### src/rtl/mem_port_arbiter_pkg.sv
// Shared types and constants for the fetch/data memory port arbiter.
// A response tag records whether a granted access returns data and which port it belongs to.
package mem_port_arbiter_pkg;

    localparam logic REQ_I = 1'b0;
    localparam logic REQ_D = 1'b1;

    localparam int POLICY_DFIRST = 0;
    localparam int POLICY_RR     = 1;

    typedef struct packed {
        logic valid;
        logic is_d;
    } tag_t;

    function automatic tag_t make_tag(input logic returns_data, input logic owner);
        tag_t t;
        t.valid = returns_data;
        t.is_d  = (owner == REQ_D);
        return t;
    endfunction

endpackage

### src/rtl/mem_port_arbiter_resp_tag_pipe.sv
// Shift register of response tags, MEM_LAT stages deep, so each read response
// pops out aligned with mem_rdata. Synchronous clear drops every outstanding tag.
module mem_port_arbiter_resp_tag_pipe
    import mem_port_arbiter_pkg::*;
#(
    parameter int MEM_LAT = 1
) (
    input  logic clk,
    input  logic resetn,
    input  tag_t i_tag,
    output tag_t o_tag
);

    tag_t r_tag_p [MEM_LAT];

    always_ff @(posedge clk) begin
        if (!resetn) begin
            for (int k = 0; k < MEM_LAT; k++) begin
                r_tag_p[k] <= '0;
            end
        end else begin
            r_tag_p[0] <= i_tag;
            for (int k = 1; k < MEM_LAT; k++) begin
                r_tag_p[k] <= r_tag_p[k-1];
            end
        end
    end

    assign o_tag = r_tag_p[MEM_LAT-1];

endmodule

### src/rtl/mem_port_arbiter.sv
// Arbitrates one single-ported synchronous RAM between instruction fetch and data access,
// granting at most one access per cycle and routing each read response back to its requester.
module mem_port_arbiter
    import mem_port_arbiter_pkg::*;
#(
    parameter int ADDR_W   = 14,
    parameter int DATA_W   = 32,
    parameter int MEM_LAT  = 1,
    parameter int POLICY   = 0,
    parameter int MAX_WAIT = 4
) (
    input  logic                  clk,
    input  logic                  resetn,

    input  logic                  i_req,
    input  logic [ADDR_W-1:0]     i_addr,
    output logic                  i_gnt,
    output logic                  i_rvalid,
    output logic [DATA_W-1:0]     i_rdata,

    input  logic                  d_req,
    input  logic                  d_we,
    input  logic [DATA_W/8-1:0]   d_wmask,
    input  logic [ADDR_W-1:0]     d_addr,
    input  logic [DATA_W-1:0]     d_wdata,
    output logic                  d_gnt,
    output logic                  d_rvalid,
    output logic [DATA_W-1:0]     d_rdata,

    output logic                  mem_en,
    output logic [DATA_W/8-1:0]   mem_wmask,
    output logic [ADDR_W-1:0]     mem_addr,
    output logic [DATA_W-1:0]     mem_wdata,
    input  logic [DATA_W-1:0]     mem_rdata
);

    localparam int WC_W = $clog2(MAX_WAIT + 1);
    localparam logic [WC_W-1:0] WAIT_SAT = WC_W'(MAX_WAIT);

    logic [WC_W-1:0] r_wait_cnt;
    logic            r_last_d;

    logic w_i_gnt;
    logic w_d_gnt;
    logic w_returns_data;
    tag_t w_tag_in;
    tag_t w_tag_out;

    // Grants are gated by resetn so requests during reset are ignored.
    always_comb begin
        w_i_gnt = 1'b0;
        w_d_gnt = 1'b0;
        if (resetn) begin
            if (POLICY == POLICY_RR) begin
                if (i_req && d_req) begin
                    w_d_gnt = (r_last_d == REQ_I);
                    w_i_gnt = !w_d_gnt;
                end else begin
                    w_i_gnt = i_req;
                    w_d_gnt = d_req;
                end
            end else begin
                if (i_req && (r_wait_cnt == WAIT_SAT || !d_req)) begin
                    w_i_gnt = 1'b1;
                end else begin
                    w_d_gnt = d_req;
                end
            end
        end
    end

    always_ff @(posedge clk) begin
        if (!resetn) begin
            r_wait_cnt <= '0;
            r_last_d   <= REQ_I;
        end else begin
            if (!i_req || w_i_gnt) begin
                r_wait_cnt <= '0;
            end else if (r_wait_cnt != WAIT_SAT) begin
                r_wait_cnt <= r_wait_cnt + WC_W'(1);
            end
            if (w_i_gnt || w_d_gnt) begin
                r_last_d <= w_d_gnt ? REQ_D : REQ_I;
            end
        end
    end

    assign i_gnt     = w_i_gnt;
    assign d_gnt     = w_d_gnt;
    assign mem_en    = w_i_gnt | w_d_gnt;
    assign mem_addr  = w_d_gnt ? d_addr : i_addr;
    assign mem_wdata = d_wdata;
    assign mem_wmask = (w_d_gnt && d_we) ? d_wmask : '0;

    // Stores are granted but return nothing, so they enter the pipe as an empty tag.
    assign w_returns_data = w_i_gnt | (w_d_gnt & !d_we);
    assign w_tag_in       = make_tag(w_returns_data, w_d_gnt ? REQ_D : REQ_I);

    mem_port_arbiter_resp_tag_pipe #(
        .MEM_LAT (MEM_LAT)
    ) u_resp_tag_pipe (
        .clk    (clk),
        .resetn (resetn),
        .i_tag  (w_tag_in),
        .o_tag  (w_tag_out)
    );

    assign i_rvalid = resetn & w_tag_out.valid & !w_tag_out.is_d;
    assign d_rvalid = resetn & w_tag_out.valid &  w_tag_out.is_d;
    assign i_rdata  = mem_rdata;
    assign d_rdata  = mem_rdata;

endmodule

### config.mk
export PLATFORM = sky130hd
export DESIGN_NAME = mem_port_arbiter
export DESIGN_NICKNAME = d
export VERILOG_FILES = /design/src/rtl/mem_port_arbiter_pkg.sv /design/src/rtl/mem_port_arbiter_resp_tag_pipe.sv /design/src/rtl/mem_port_arbiter.sv
export SDC_FILE = /design/constraint.sdc
export NUM_CORES = 1
export LEC_CHECK = 0
export CORE_AREA = 2 2 86 88
export CTS_CLUSTER_DIAMETER = 80
export CTS_CLUSTER_SIZE = 10
export DETAILED_ROUTE_END_ITERATION = 12
export DIE_AREA = 0 0 88 90
export GPL_ROUTABILITY_DRIVEN = 0
export GPL_TIMING_DRIVEN = 0
export HOLD_SLACK_MARGIN = 0.1
export PLACE_DENSITY = 0.68
export SETUP_SLACK_MARGIN = 0.3
export SLEW_MARGIN = 15
export SYNTH_ARGS = -nofsm -noshare
export SYNTH_HDL_FRONTEND = slang
export SYNTH_SLANG_ARGS = --single-unit
### constraint.sdc
create_clock -name clk -period 3.6 [get_ports clk]
set_input_delay 0.9 -clock clk [delete_from_list [all_inputs] [get_ports clk]]
set_output_delay 0.9 -clock clk [all_outputs]
set_load 0.03 [all_outputs]
## Word level (Yosys, flattened, before mapping)

Memories as Yosys holds them, arrays and structs flattened.
Index checks and enable logic that the tools add are counted.

| cells by class | value |
|---|---|
| add/sub/neg operators | 1 |
| equality and inequality tests | 2 |
| mux-type cells | 11 |
| bitwise operators | 7 |
| reductions and logical operators | 10 |

Operator list:

| cell | number |
|---|---|
| two-way mux 14 bit | 1 |
| two-way mux 1 bit | 8 |
| AND 1 bit | 4 |
| logical NOT 1 bit | 4 |
| two-way mux 4 bit | 1 |
| OR reduction 2 bit | 2 |
| adder 3 x 1 -> 3 bit, second input constant | 1 |
| equality test 3 bit, second input constant | 1 |
| != test 3 bit, second input constant | 1 |
| logical AND 1 bit | 2 |
| logical OR 1 bit | 2 |
| two-way mux 2 bit | 1 |
| OR 1 bit | 2 |
| NOT 1 bit | 1 |

| word-level totals | value |
|---|---|
| register bits | 3 |
| bits in writable memories | 2 |
| word-level logic and storage cells | 33 |
| memories kept | 1 |

Memory list:

| memory | words | bits a word | read ports | clocked after Yosys merged registers in | wr ports | line | RTL |
|---|---|---|---|---|---|---|---|
| u_resp_tag_pipe.r_tag_p | 1 | 2 | 1 | 0 | 1 | mem_port_arbiter_resp_tag_pipe.sv:14 | `tag_t r_tag_p [MEM_LAT];` |

## Depth between registers and ports, before layout

Gate-level depths: netlist of run 1.

| depth | value |
|---|---|
| depth in word-level cells | 8 |
| gate-level depth with buffers | 6 |
| depth with buffers taken out | 6 |

## Modules after synthesis

A second synthesis of run 1 with hierarchy kept.

| second synthesis, totals | value |
|---|---|
| cell total of the unflattened synthesis | 143 |
| area total of the unflattened synthesis | 1214.9 sq um |

Modules (own cells, without submodules):

| module | times used | cells each | area each (sq um) |
|---|---|---|---|
| mem_port_arbiter | 1 | 139 | 1162.4 |
| mem_port_arbiter_resp_tag_pipe | 1 | 4 | 52.6 |

## Worst setup path before layout of run 1

OpenSTA, ideal clock, no wires.

| timing | value |
|---|---|
| path type | input port to output port |
| start | in i_req |
| end | out mem_wmask[0] |
| arrival | 1.781 ns |
| setup slack | 0.919 ns |
| cell stages on the path | 4 |
| buffers on the path | 0 |
| cells stage by stage | nand3_1 nand3_4 inv_1 and3_1 |

| on the way | value |
|---|---|
| word-level cells in the longest chain between the ends | 5 |

Ends and longest elaborated chain:

| element | line | RTL |
|---|---|---|
| start: declaration | mem_port_arbiter.sv:15 | `input logic i_req,` |
| logical AND 1 bit | mem_port_arbiter.sv:63 | `if (i_req && (r_wait_cnt == WAIT_SAT \|\| !d_req)) begin` |
| two-way mux 1 bit | mem_port_arbiter.sv:63 |  |
| two-way mux 1 bit | mem_port_arbiter.sv:53 | `if (resetn) begin` |
| named net d_gnt | mem_port_arbiter.sv:26 | `output logic d_gnt,` |
| logical AND 1 bit | mem_port_arbiter.sv:93 | `assign mem_wmask = (w_d_gnt && d_we) ? d_wmask : '0;` |
| two-way mux 4 bit | mem_port_arbiter.sv:93 |  |
| end: declaration | mem_port_arbiter.sv:31 | `output logic [DATA_W/8-1:0] mem_wmask,` |

The timed path passes the listed nets, and every way through them passes these cells.

## Worst setup path in the final report of run 1

| timing | value |
|---|---|
| start | in i_req |
| end | out mem_addr[3] |

| on the way | value |
|---|---|
| word-level cells in the longest chain between the ends | 4 |

Ends and longest elaborated chain:

| element | line | RTL |
|---|---|---|
| logical AND 1 bit | mem_port_arbiter.sv:63 |  |
| two-way mux 1 bit | mem_port_arbiter.sv:63 |  |
| two-way mux 1 bit | mem_port_arbiter.sv:53 |  |
| two-way mux 14 bit | mem_port_arbiter.sv:91 | `assign mem_addr = w_d_gnt ? d_addr : i_addr;` |
| end: declaration | mem_port_arbiter.sv:32 | `output logic [ADDR_W-1:0] mem_addr,` |

No other way between the ends.

==> run metrics, run 1 <==
vias in the first global route 1355; share of cells above drive strength 1 0.394; status complete, no violations; R2R cell count 6; Synth area leader buf_4; Synthesis Warnings 0; DIE WIDTH a little under 90 µm; sequential area share after synthesis 0.0839; final cell count without fillers about 410; hold-fix buffer count after cts 0; Initial DRC Count 16; PortBufs around 160; first-pass GRT wire length 5.96 mm; DP HPWL a little under 4 mm; cell count after synthesis around 140; Bufs on Longest Clock Path 2; Hold Path Depth 1; detail-routed via count per cell approximately 3.5; #FFs+latches synth 5; synthesis-to-finish area growth 144%; Row Count 31; overall global routing resource usage 0.0941; max cap viols 0; worst setup margin ~0.38 ns; final antenna diode count 0; Hold Vio Cnt, Final 0; area share of the largest cell type after synthesis 0.604; largest net degree at the start of global routing 11; pre-CTS setup slack -0.194 ns; Peak VDD IR roughly 0.13 mV; placed cell count roughly 400; CTS root buf clkbuf_8; fmax a little over 300 MHz; distinct cell type count after synthesis 19; Die H 90 µm; Post-Syn Nets 247; TNS Setup 0 ns; post-layout util 0.415; Min-Delay Path Class flip-flop to flip-flop; remaining global-route overflow 0; clock sinks 5; Power Dens Cells a little over 200 nW/µm²; max-slew violations 0; DR pass1 iterations 2; crit path time final approximately 3.2 ns; Max Fanout on Critical Path 10; Slew headroom 0.774; Pwr Total 600 µW; CP startpoint kind primary input; CTS HTree Levels 1; initial antenna violation count 0; Filler cells slightly above 700; Worst Max-Slew Pin Slew ~0.34 ns; average instance area after synthesis about 8.3 µm²; Initial Utilization 0.170; unrepaired setup endpoints after global routing no; Final nets ~400; Vias 1421; worst clock skew approximately 0.00098 ns; Clock Latency Late Sink roughly 0.23 ns; crit end category output port; Setup CP Type primary input to output port; full die area ~8000 µm²; Period Utilization, post-route 0.894; routed wire length per instance between 10 and 15 µm; CP arrival between 2 and 2.5 ns; clk slew on worst S/H paths 0.03 ns; CTS tree yes; largest cells by area after synthesis buf_4, mux2_4, dfxtp_1; core area ~7000 µm²; Lkg Pwr ~1.4 nW; CTS buffer count 3; Boundary Pins between 200 and 250; Post-Syn Area around 1200 µm²; # DRC 0; antenna viol nets, final 0; data required time of the worst path 2.70 ns; setup violators final 0; total routed wirelength 4.25 mm
==> cell usage in the layout (no fill, tap or decap) <==
cell type | netlist | layout
clkdlybuf4s50_1 | 0 | 133
buf_4 | 96 | 100
dlygate4sd2_1 | 0 | 21
mux2_4 | 8 | 8
mux2_2 | 6 | 6
inv_1 | 5 | 5
dfxtp_1 | 5 | 5
and3_1 | 4 | 4
nand2_1 | 4 | 4
nor2_1 | 4 | 4
clkbuf_8 | 0 | 3
ha_1 | 2 | 2
nand3_1 | 1 | 1
nand3_4 | 1 | 1
buf_8 | 0 | 1
a21oi_1 | 1 | 1
and3_2 | 1 | 1
o21a_1 | 1 | 1
o21bai_1 | 1 | 1
nand4_1 | 1 | 1
mux2i_1 | 1 | 1
nor3b_1 | 1 | 1
clkbuf_1 | 0 | 1
buf_2 | 0 | 1
==> metal layers <==
layer,GRT usage,part of all wire
met1,0.0861,0.29
met4,0.0308,0.011
met2,0.191,0.55
met5,0,0
met3,0.0248,0.14
==> worst max-delay path, cell delays in order <==
cell,delay (ns)
dlygate4sd2_1,0.28
nand3_1,0.14
nand3_4,0.16
buf_8,0.17
mux2_4,0.31
dlygate4sd2_1,0.35
==> final timing paths <==
| path | end | from | slack, ns |
|---|---|---|---|
| worst max-delay path | mem_addr[3] | i_req | 0.38 |
| worst min-delay path | r_wait_cnt[0] | r_wait_cnt[0] | 0.45 |
| worst max register to register | u_resp_tag_pipe.r_tag_p[0][1] | r_wait_cnt[0] | 2.35 |
| worst min register to register | r_wait_cnt[0] | r_wait_cnt[0] | 0.45 |
==> registers in the layout, summed over array words and instances (netlist names) <==
signal,flops
u_resp_tag_pipe.r_tag_p,2
r_wait_cnt,3
==> power by group <==
group	leakage, nW	switching (mW)	total (mW)	internal (mW)
Sequential	0.0410	0.000930	0.0587	0.0578
Clock	0.0228	0.0299	0.106	0.0762
Combinational	1.32	0.208	0.435	0.227
Total	1.39	0.238	0.600	0.361
==> stage by stage <==
| step | area (µm²) | hold slack, ns |
|---|---|---|
| after global routing | 2920 | 0.493 |
| after CTS | 2920 | 0.451 |
| after global placement | 2870 | 0.433 |
| final | 2920 | 0.446 |
| after detailed placement | 2870 | 0.447 |
| after floorplan | 1190 | 0.417 |
==> final cells by class <==
cell class | count | area (µm²) | area share
tap | 99 | 124 | 0.0425
buffer | 97 | 736 | 0.252
sequential | 5 | 100 | 0.0343
clock buffer | 4 | 45.0 | 0.0155
inverter | 5 | 18.8 | 0.00644
multi-input combinational | 37 | 342 | 0.117
timing repair buffer | 159 | 1550 | 0.532
==> kinds of logic after synthesis <==
| kind of cell | share of synthesized area |
|---|---|
| AO/OA/AOI/OAI | 0.0168 |
| adder cells (fa/ha/maj) | 0.0210 |
| buffers and inverters | 0.630 |
| flip-flops | 0.0839 |
| multiplexers | 0.166 |
| AND/OR/NAND/NOR | 0.0829 |
==> cell usage after synthesis (all sizes together) <==
master and instances:
a21oi 1, nor2 4, inv 5, nand4 1
dfxtp 5, o21a 1, nand2 4, buf 97
nor3b 1, mux2i 1, and3 5, mux2 14
ha 2, o21bai 1, nand3 2
==> what timing repair did <==
action,4_1_cts,5_1_grt
endpoints found under the hold margin,0,0
endpoints found under the setup margin,23,0
buffers inserted,4,0
gates resized for setup,27,0
Power figures use the tool's default switching activity.
==> inputs of run 2 (changes only) <==
--- a/config.mk
+++ b/config.mk
@@ -5,15 +5,15 @@
 export SDC_FILE = /design/constraint.sdc
 export NUM_CORES = 1
 export LEC_CHECK = 0
-export CORE_AREA = 2 2 86 88
+export CORE_MARGIN = 10
+export CORE_UTILIZATION = 22
 export CTS_CLUSTER_DIAMETER = 80
 export CTS_CLUSTER_SIZE = 10
 export DETAILED_ROUTE_END_ITERATION = 12
-export DIE_AREA = 0 0 88 90
 export GPL_ROUTABILITY_DRIVEN = 0
 export GPL_TIMING_DRIVEN = 0
 export HOLD_SLACK_MARGIN = 0.1
-export PLACE_DENSITY = 0.68
+export PLACE_DENSITY = 0.85
 export SETUP_SLACK_MARGIN = 0.3
 export SLEW_MARGIN = 15
 export SYNTH_ARGS = -nofsm -noshare
==> run metrics, run 2 (synthesized netlist as in run 1, its figures left out) <==
Initial DRC Count 25 (was 16); status complete, no violations (unchanged); Worst path slowest cell clkdlybuf4s50_1 (was dlygate4sd2_1); Boundary Pins 220 (unchanged); Regs by FF count r_wait_cnt x3, u_resp_tag_pipe.r_tag_p x2 (unchanged); CTS buffer count 3 (unchanged); Final nets 408 (was 411); initial antenna violation count 0 (unchanged); max cap viols 0 (unchanged); Die H 93.6 µm (was 90 µm); total routed wirelength 6.28 mm (was 4.25 mm); DP HPWL 5.98 mm (was 3.95 mm); Clock Latency Late Sink 0.22 ns (was 0.23 ns); post-layout util 0.556 (was 0.415); Power Dens Cells 209 nW/µm² (was 206 nW/µm²); crit path cell chain dlygate4sd2_1 -> nand2_1 -> a21oi_1 -> clkdlybuf4s50_1 (was dlygate4sd2_1 -> nand3_1 -> nand3_4 -> buf_8 -> mux2_4 -> dlygate4sd2_1); DR pass1 iterations 4 (was 2); clk slew on worst S/H paths 0.03 ns (about the same); max-slew violations 0 (unchanged); crit-path leading delay family buffers and inverters (unchanged); Buf/Inv on CP 2 (was 3); Setup CP Type primary input to output port (unchanged); antenna viol nets, final 0 (unchanged); CTS tree yes (unchanged); unrepaired setup endpoints after global routing no (unchanged); Min-Delay Path Class flip-flop to flip-flop (unchanged); CP startpoint kind primary input (unchanged); # DRC 0 (unchanged); share of cells above drive strength 1 0.405 (was 0.394); core area 5170 µm² (was 7020 µm²); final cell count without fillers 374 (was 406); max reg flops 3 (unchanged); overall global routing resource usage 0.121 (was 0.0941); clock sinks 5 (unchanged); CTS HTree Levels 1 (unchanged); DIE WIDTH 93.6 µm (was 88 µm); TNS Setup 0 ns (unchanged); Initial Utilization 0.231 (was 0.170); vias in the first global route 1478 (was 1355); data required time of the worst path 2.70 ns (about the same); most frequent cells in the layout clkdlybuf4s50_1, buf_4, dlygate4sd2_1 (unchanged); commonest non-fill, non-tap cell in the layout clkdlybuf4s50_1 (unchanged); worst clock skew 0.00197 ns (was 0.000978 ns); Lkg Pwr 1.37 nW (was 1.39 nW); final antenna diode count 0 (unchanged); crit end category output port (unchanged); Row Count 26 (was 31); Bufs on Longest Clock Path 2 (unchanged); hold-fix buffer count after cts 0 (unchanged); Biggest register r_wait_cnt (unchanged); routed wire length per instance 16.8 µm (was 10.5 µm); Hold Vio Cnt, Final 0 (unchanged); fmax 316 MHz (was 311 MHz); Slew headroom 0.765 (was 0.774); synthesis-to-finish area growth 141% (was 144%); largest net degree at the start of global routing 11 (unchanged); Period Utilization, post-route 0.880 (was 0.894); PortBufs 155 (unchanged); detail-routed via count per cell 3.79 (was 3.50); Max Fanout on Critical Path 7 (was 10); remaining global-route overflow 0 (unchanged); Vias 1417 (was 1421); Filler cells 450 (was 704); setup violators final 0 (unchanged); Pwr Total 601 µW (was 600 µW); Worst Max-Slew Pin Slew 0.351 ns (was 0.340 ns); CTS root buf clkbuf_8 (unchanged); full die area 8760 µm² (was 7920 µm²); crit path time final 3.17 ns (was 3.22 ns); placed cell count 369 (was 398); first-pass GRT wire length 8.43 mm (was 5.96 mm); Peak VDD IR 0.159 mV (was 0.127 mV); CP arrival 2.27 ns (was 2.32 ns); slowest stage delay, CP 0.72 ns (was 0.35 ns)
[run 2: final cells by class]
| class | instances | area, µm² | share of cell area |
|---|---|---|---|
| timing repair buffer | 156 | 1540 | 0.536 |
| buffer | 97 | 736 | 0.256 |
| multi-input combinational | 37 | 347 | 0.121 |
| sequential | 5 | 100 | 0.0348 |
| tap | 70 | 87.6 | 0.0305 |
| clock buffer | 4 | 45.0 | 0.0157 |
| inverter | 5 | 18.8 | 0.00653 |
[run 2: metal layers]
metal,GRT usage,part of all wire,up-vias
met1,0.0967,0.29,621
met4,0.00759,0,0
met3,0.0679,0.15,0
li1,-,-,679
met5,0,0,-
met2,0.256,0.57,117
[run 2: final timing paths]
kind	from	slack (ns)	depth (start not counted)	endpoint
max	resetn	0.43	4	i_gnt
min	r_wait_cnt[0]	0.45	1	r_wait_cnt[0]
max reg2reg	r_wait_cnt[0]	2.39	6	u_resp_tag_pipe.r_tag_p[0][1]
min reg2reg	r_wait_cnt[0]	0.45	1	r_wait_cnt[0]
[run 2: worst register-to-register path, delay by kind of cell (launching register included)]
family          cells  cell delay, ns
flops               1            0.35
simple gates        2            0.22
buf+inv             2            0.24
fa+ha+maj           1            0.23
compound gates      1            0.11
[run 2: power by group]
group          switching (mW)  total [mW]  internal, mW
Sequential           0.000947      0.0587        0.0578
Combinational           0.213       0.441         0.227
Clock                  0.0260       0.102        0.0759
[run 2: repair_timing]
| item | 4_1_cts | 5_1_grt |
|---|---|---|
| setup buffers | 1 | 0 |
| setup endpoints to repair | 22 | 0 |
| resized for setup | 43 | 0 |
[run 2: metrics by stage]
step | hold slack (ns) | worst slack (ns) | cell area (µm²)
2_1_floorplan | 0.417 | 0.919 | 1190
3_3_place_gp | 0.431 | -0.169 | 2830
3_5_place_dp | 0.441 | -0.214 | 2830
4_1_cts | 0.449 | 0.423 | 2880
5_1_grt | 0.494 | 0.367 | 2880
6_report | 0.447 | 0.431 | 2880
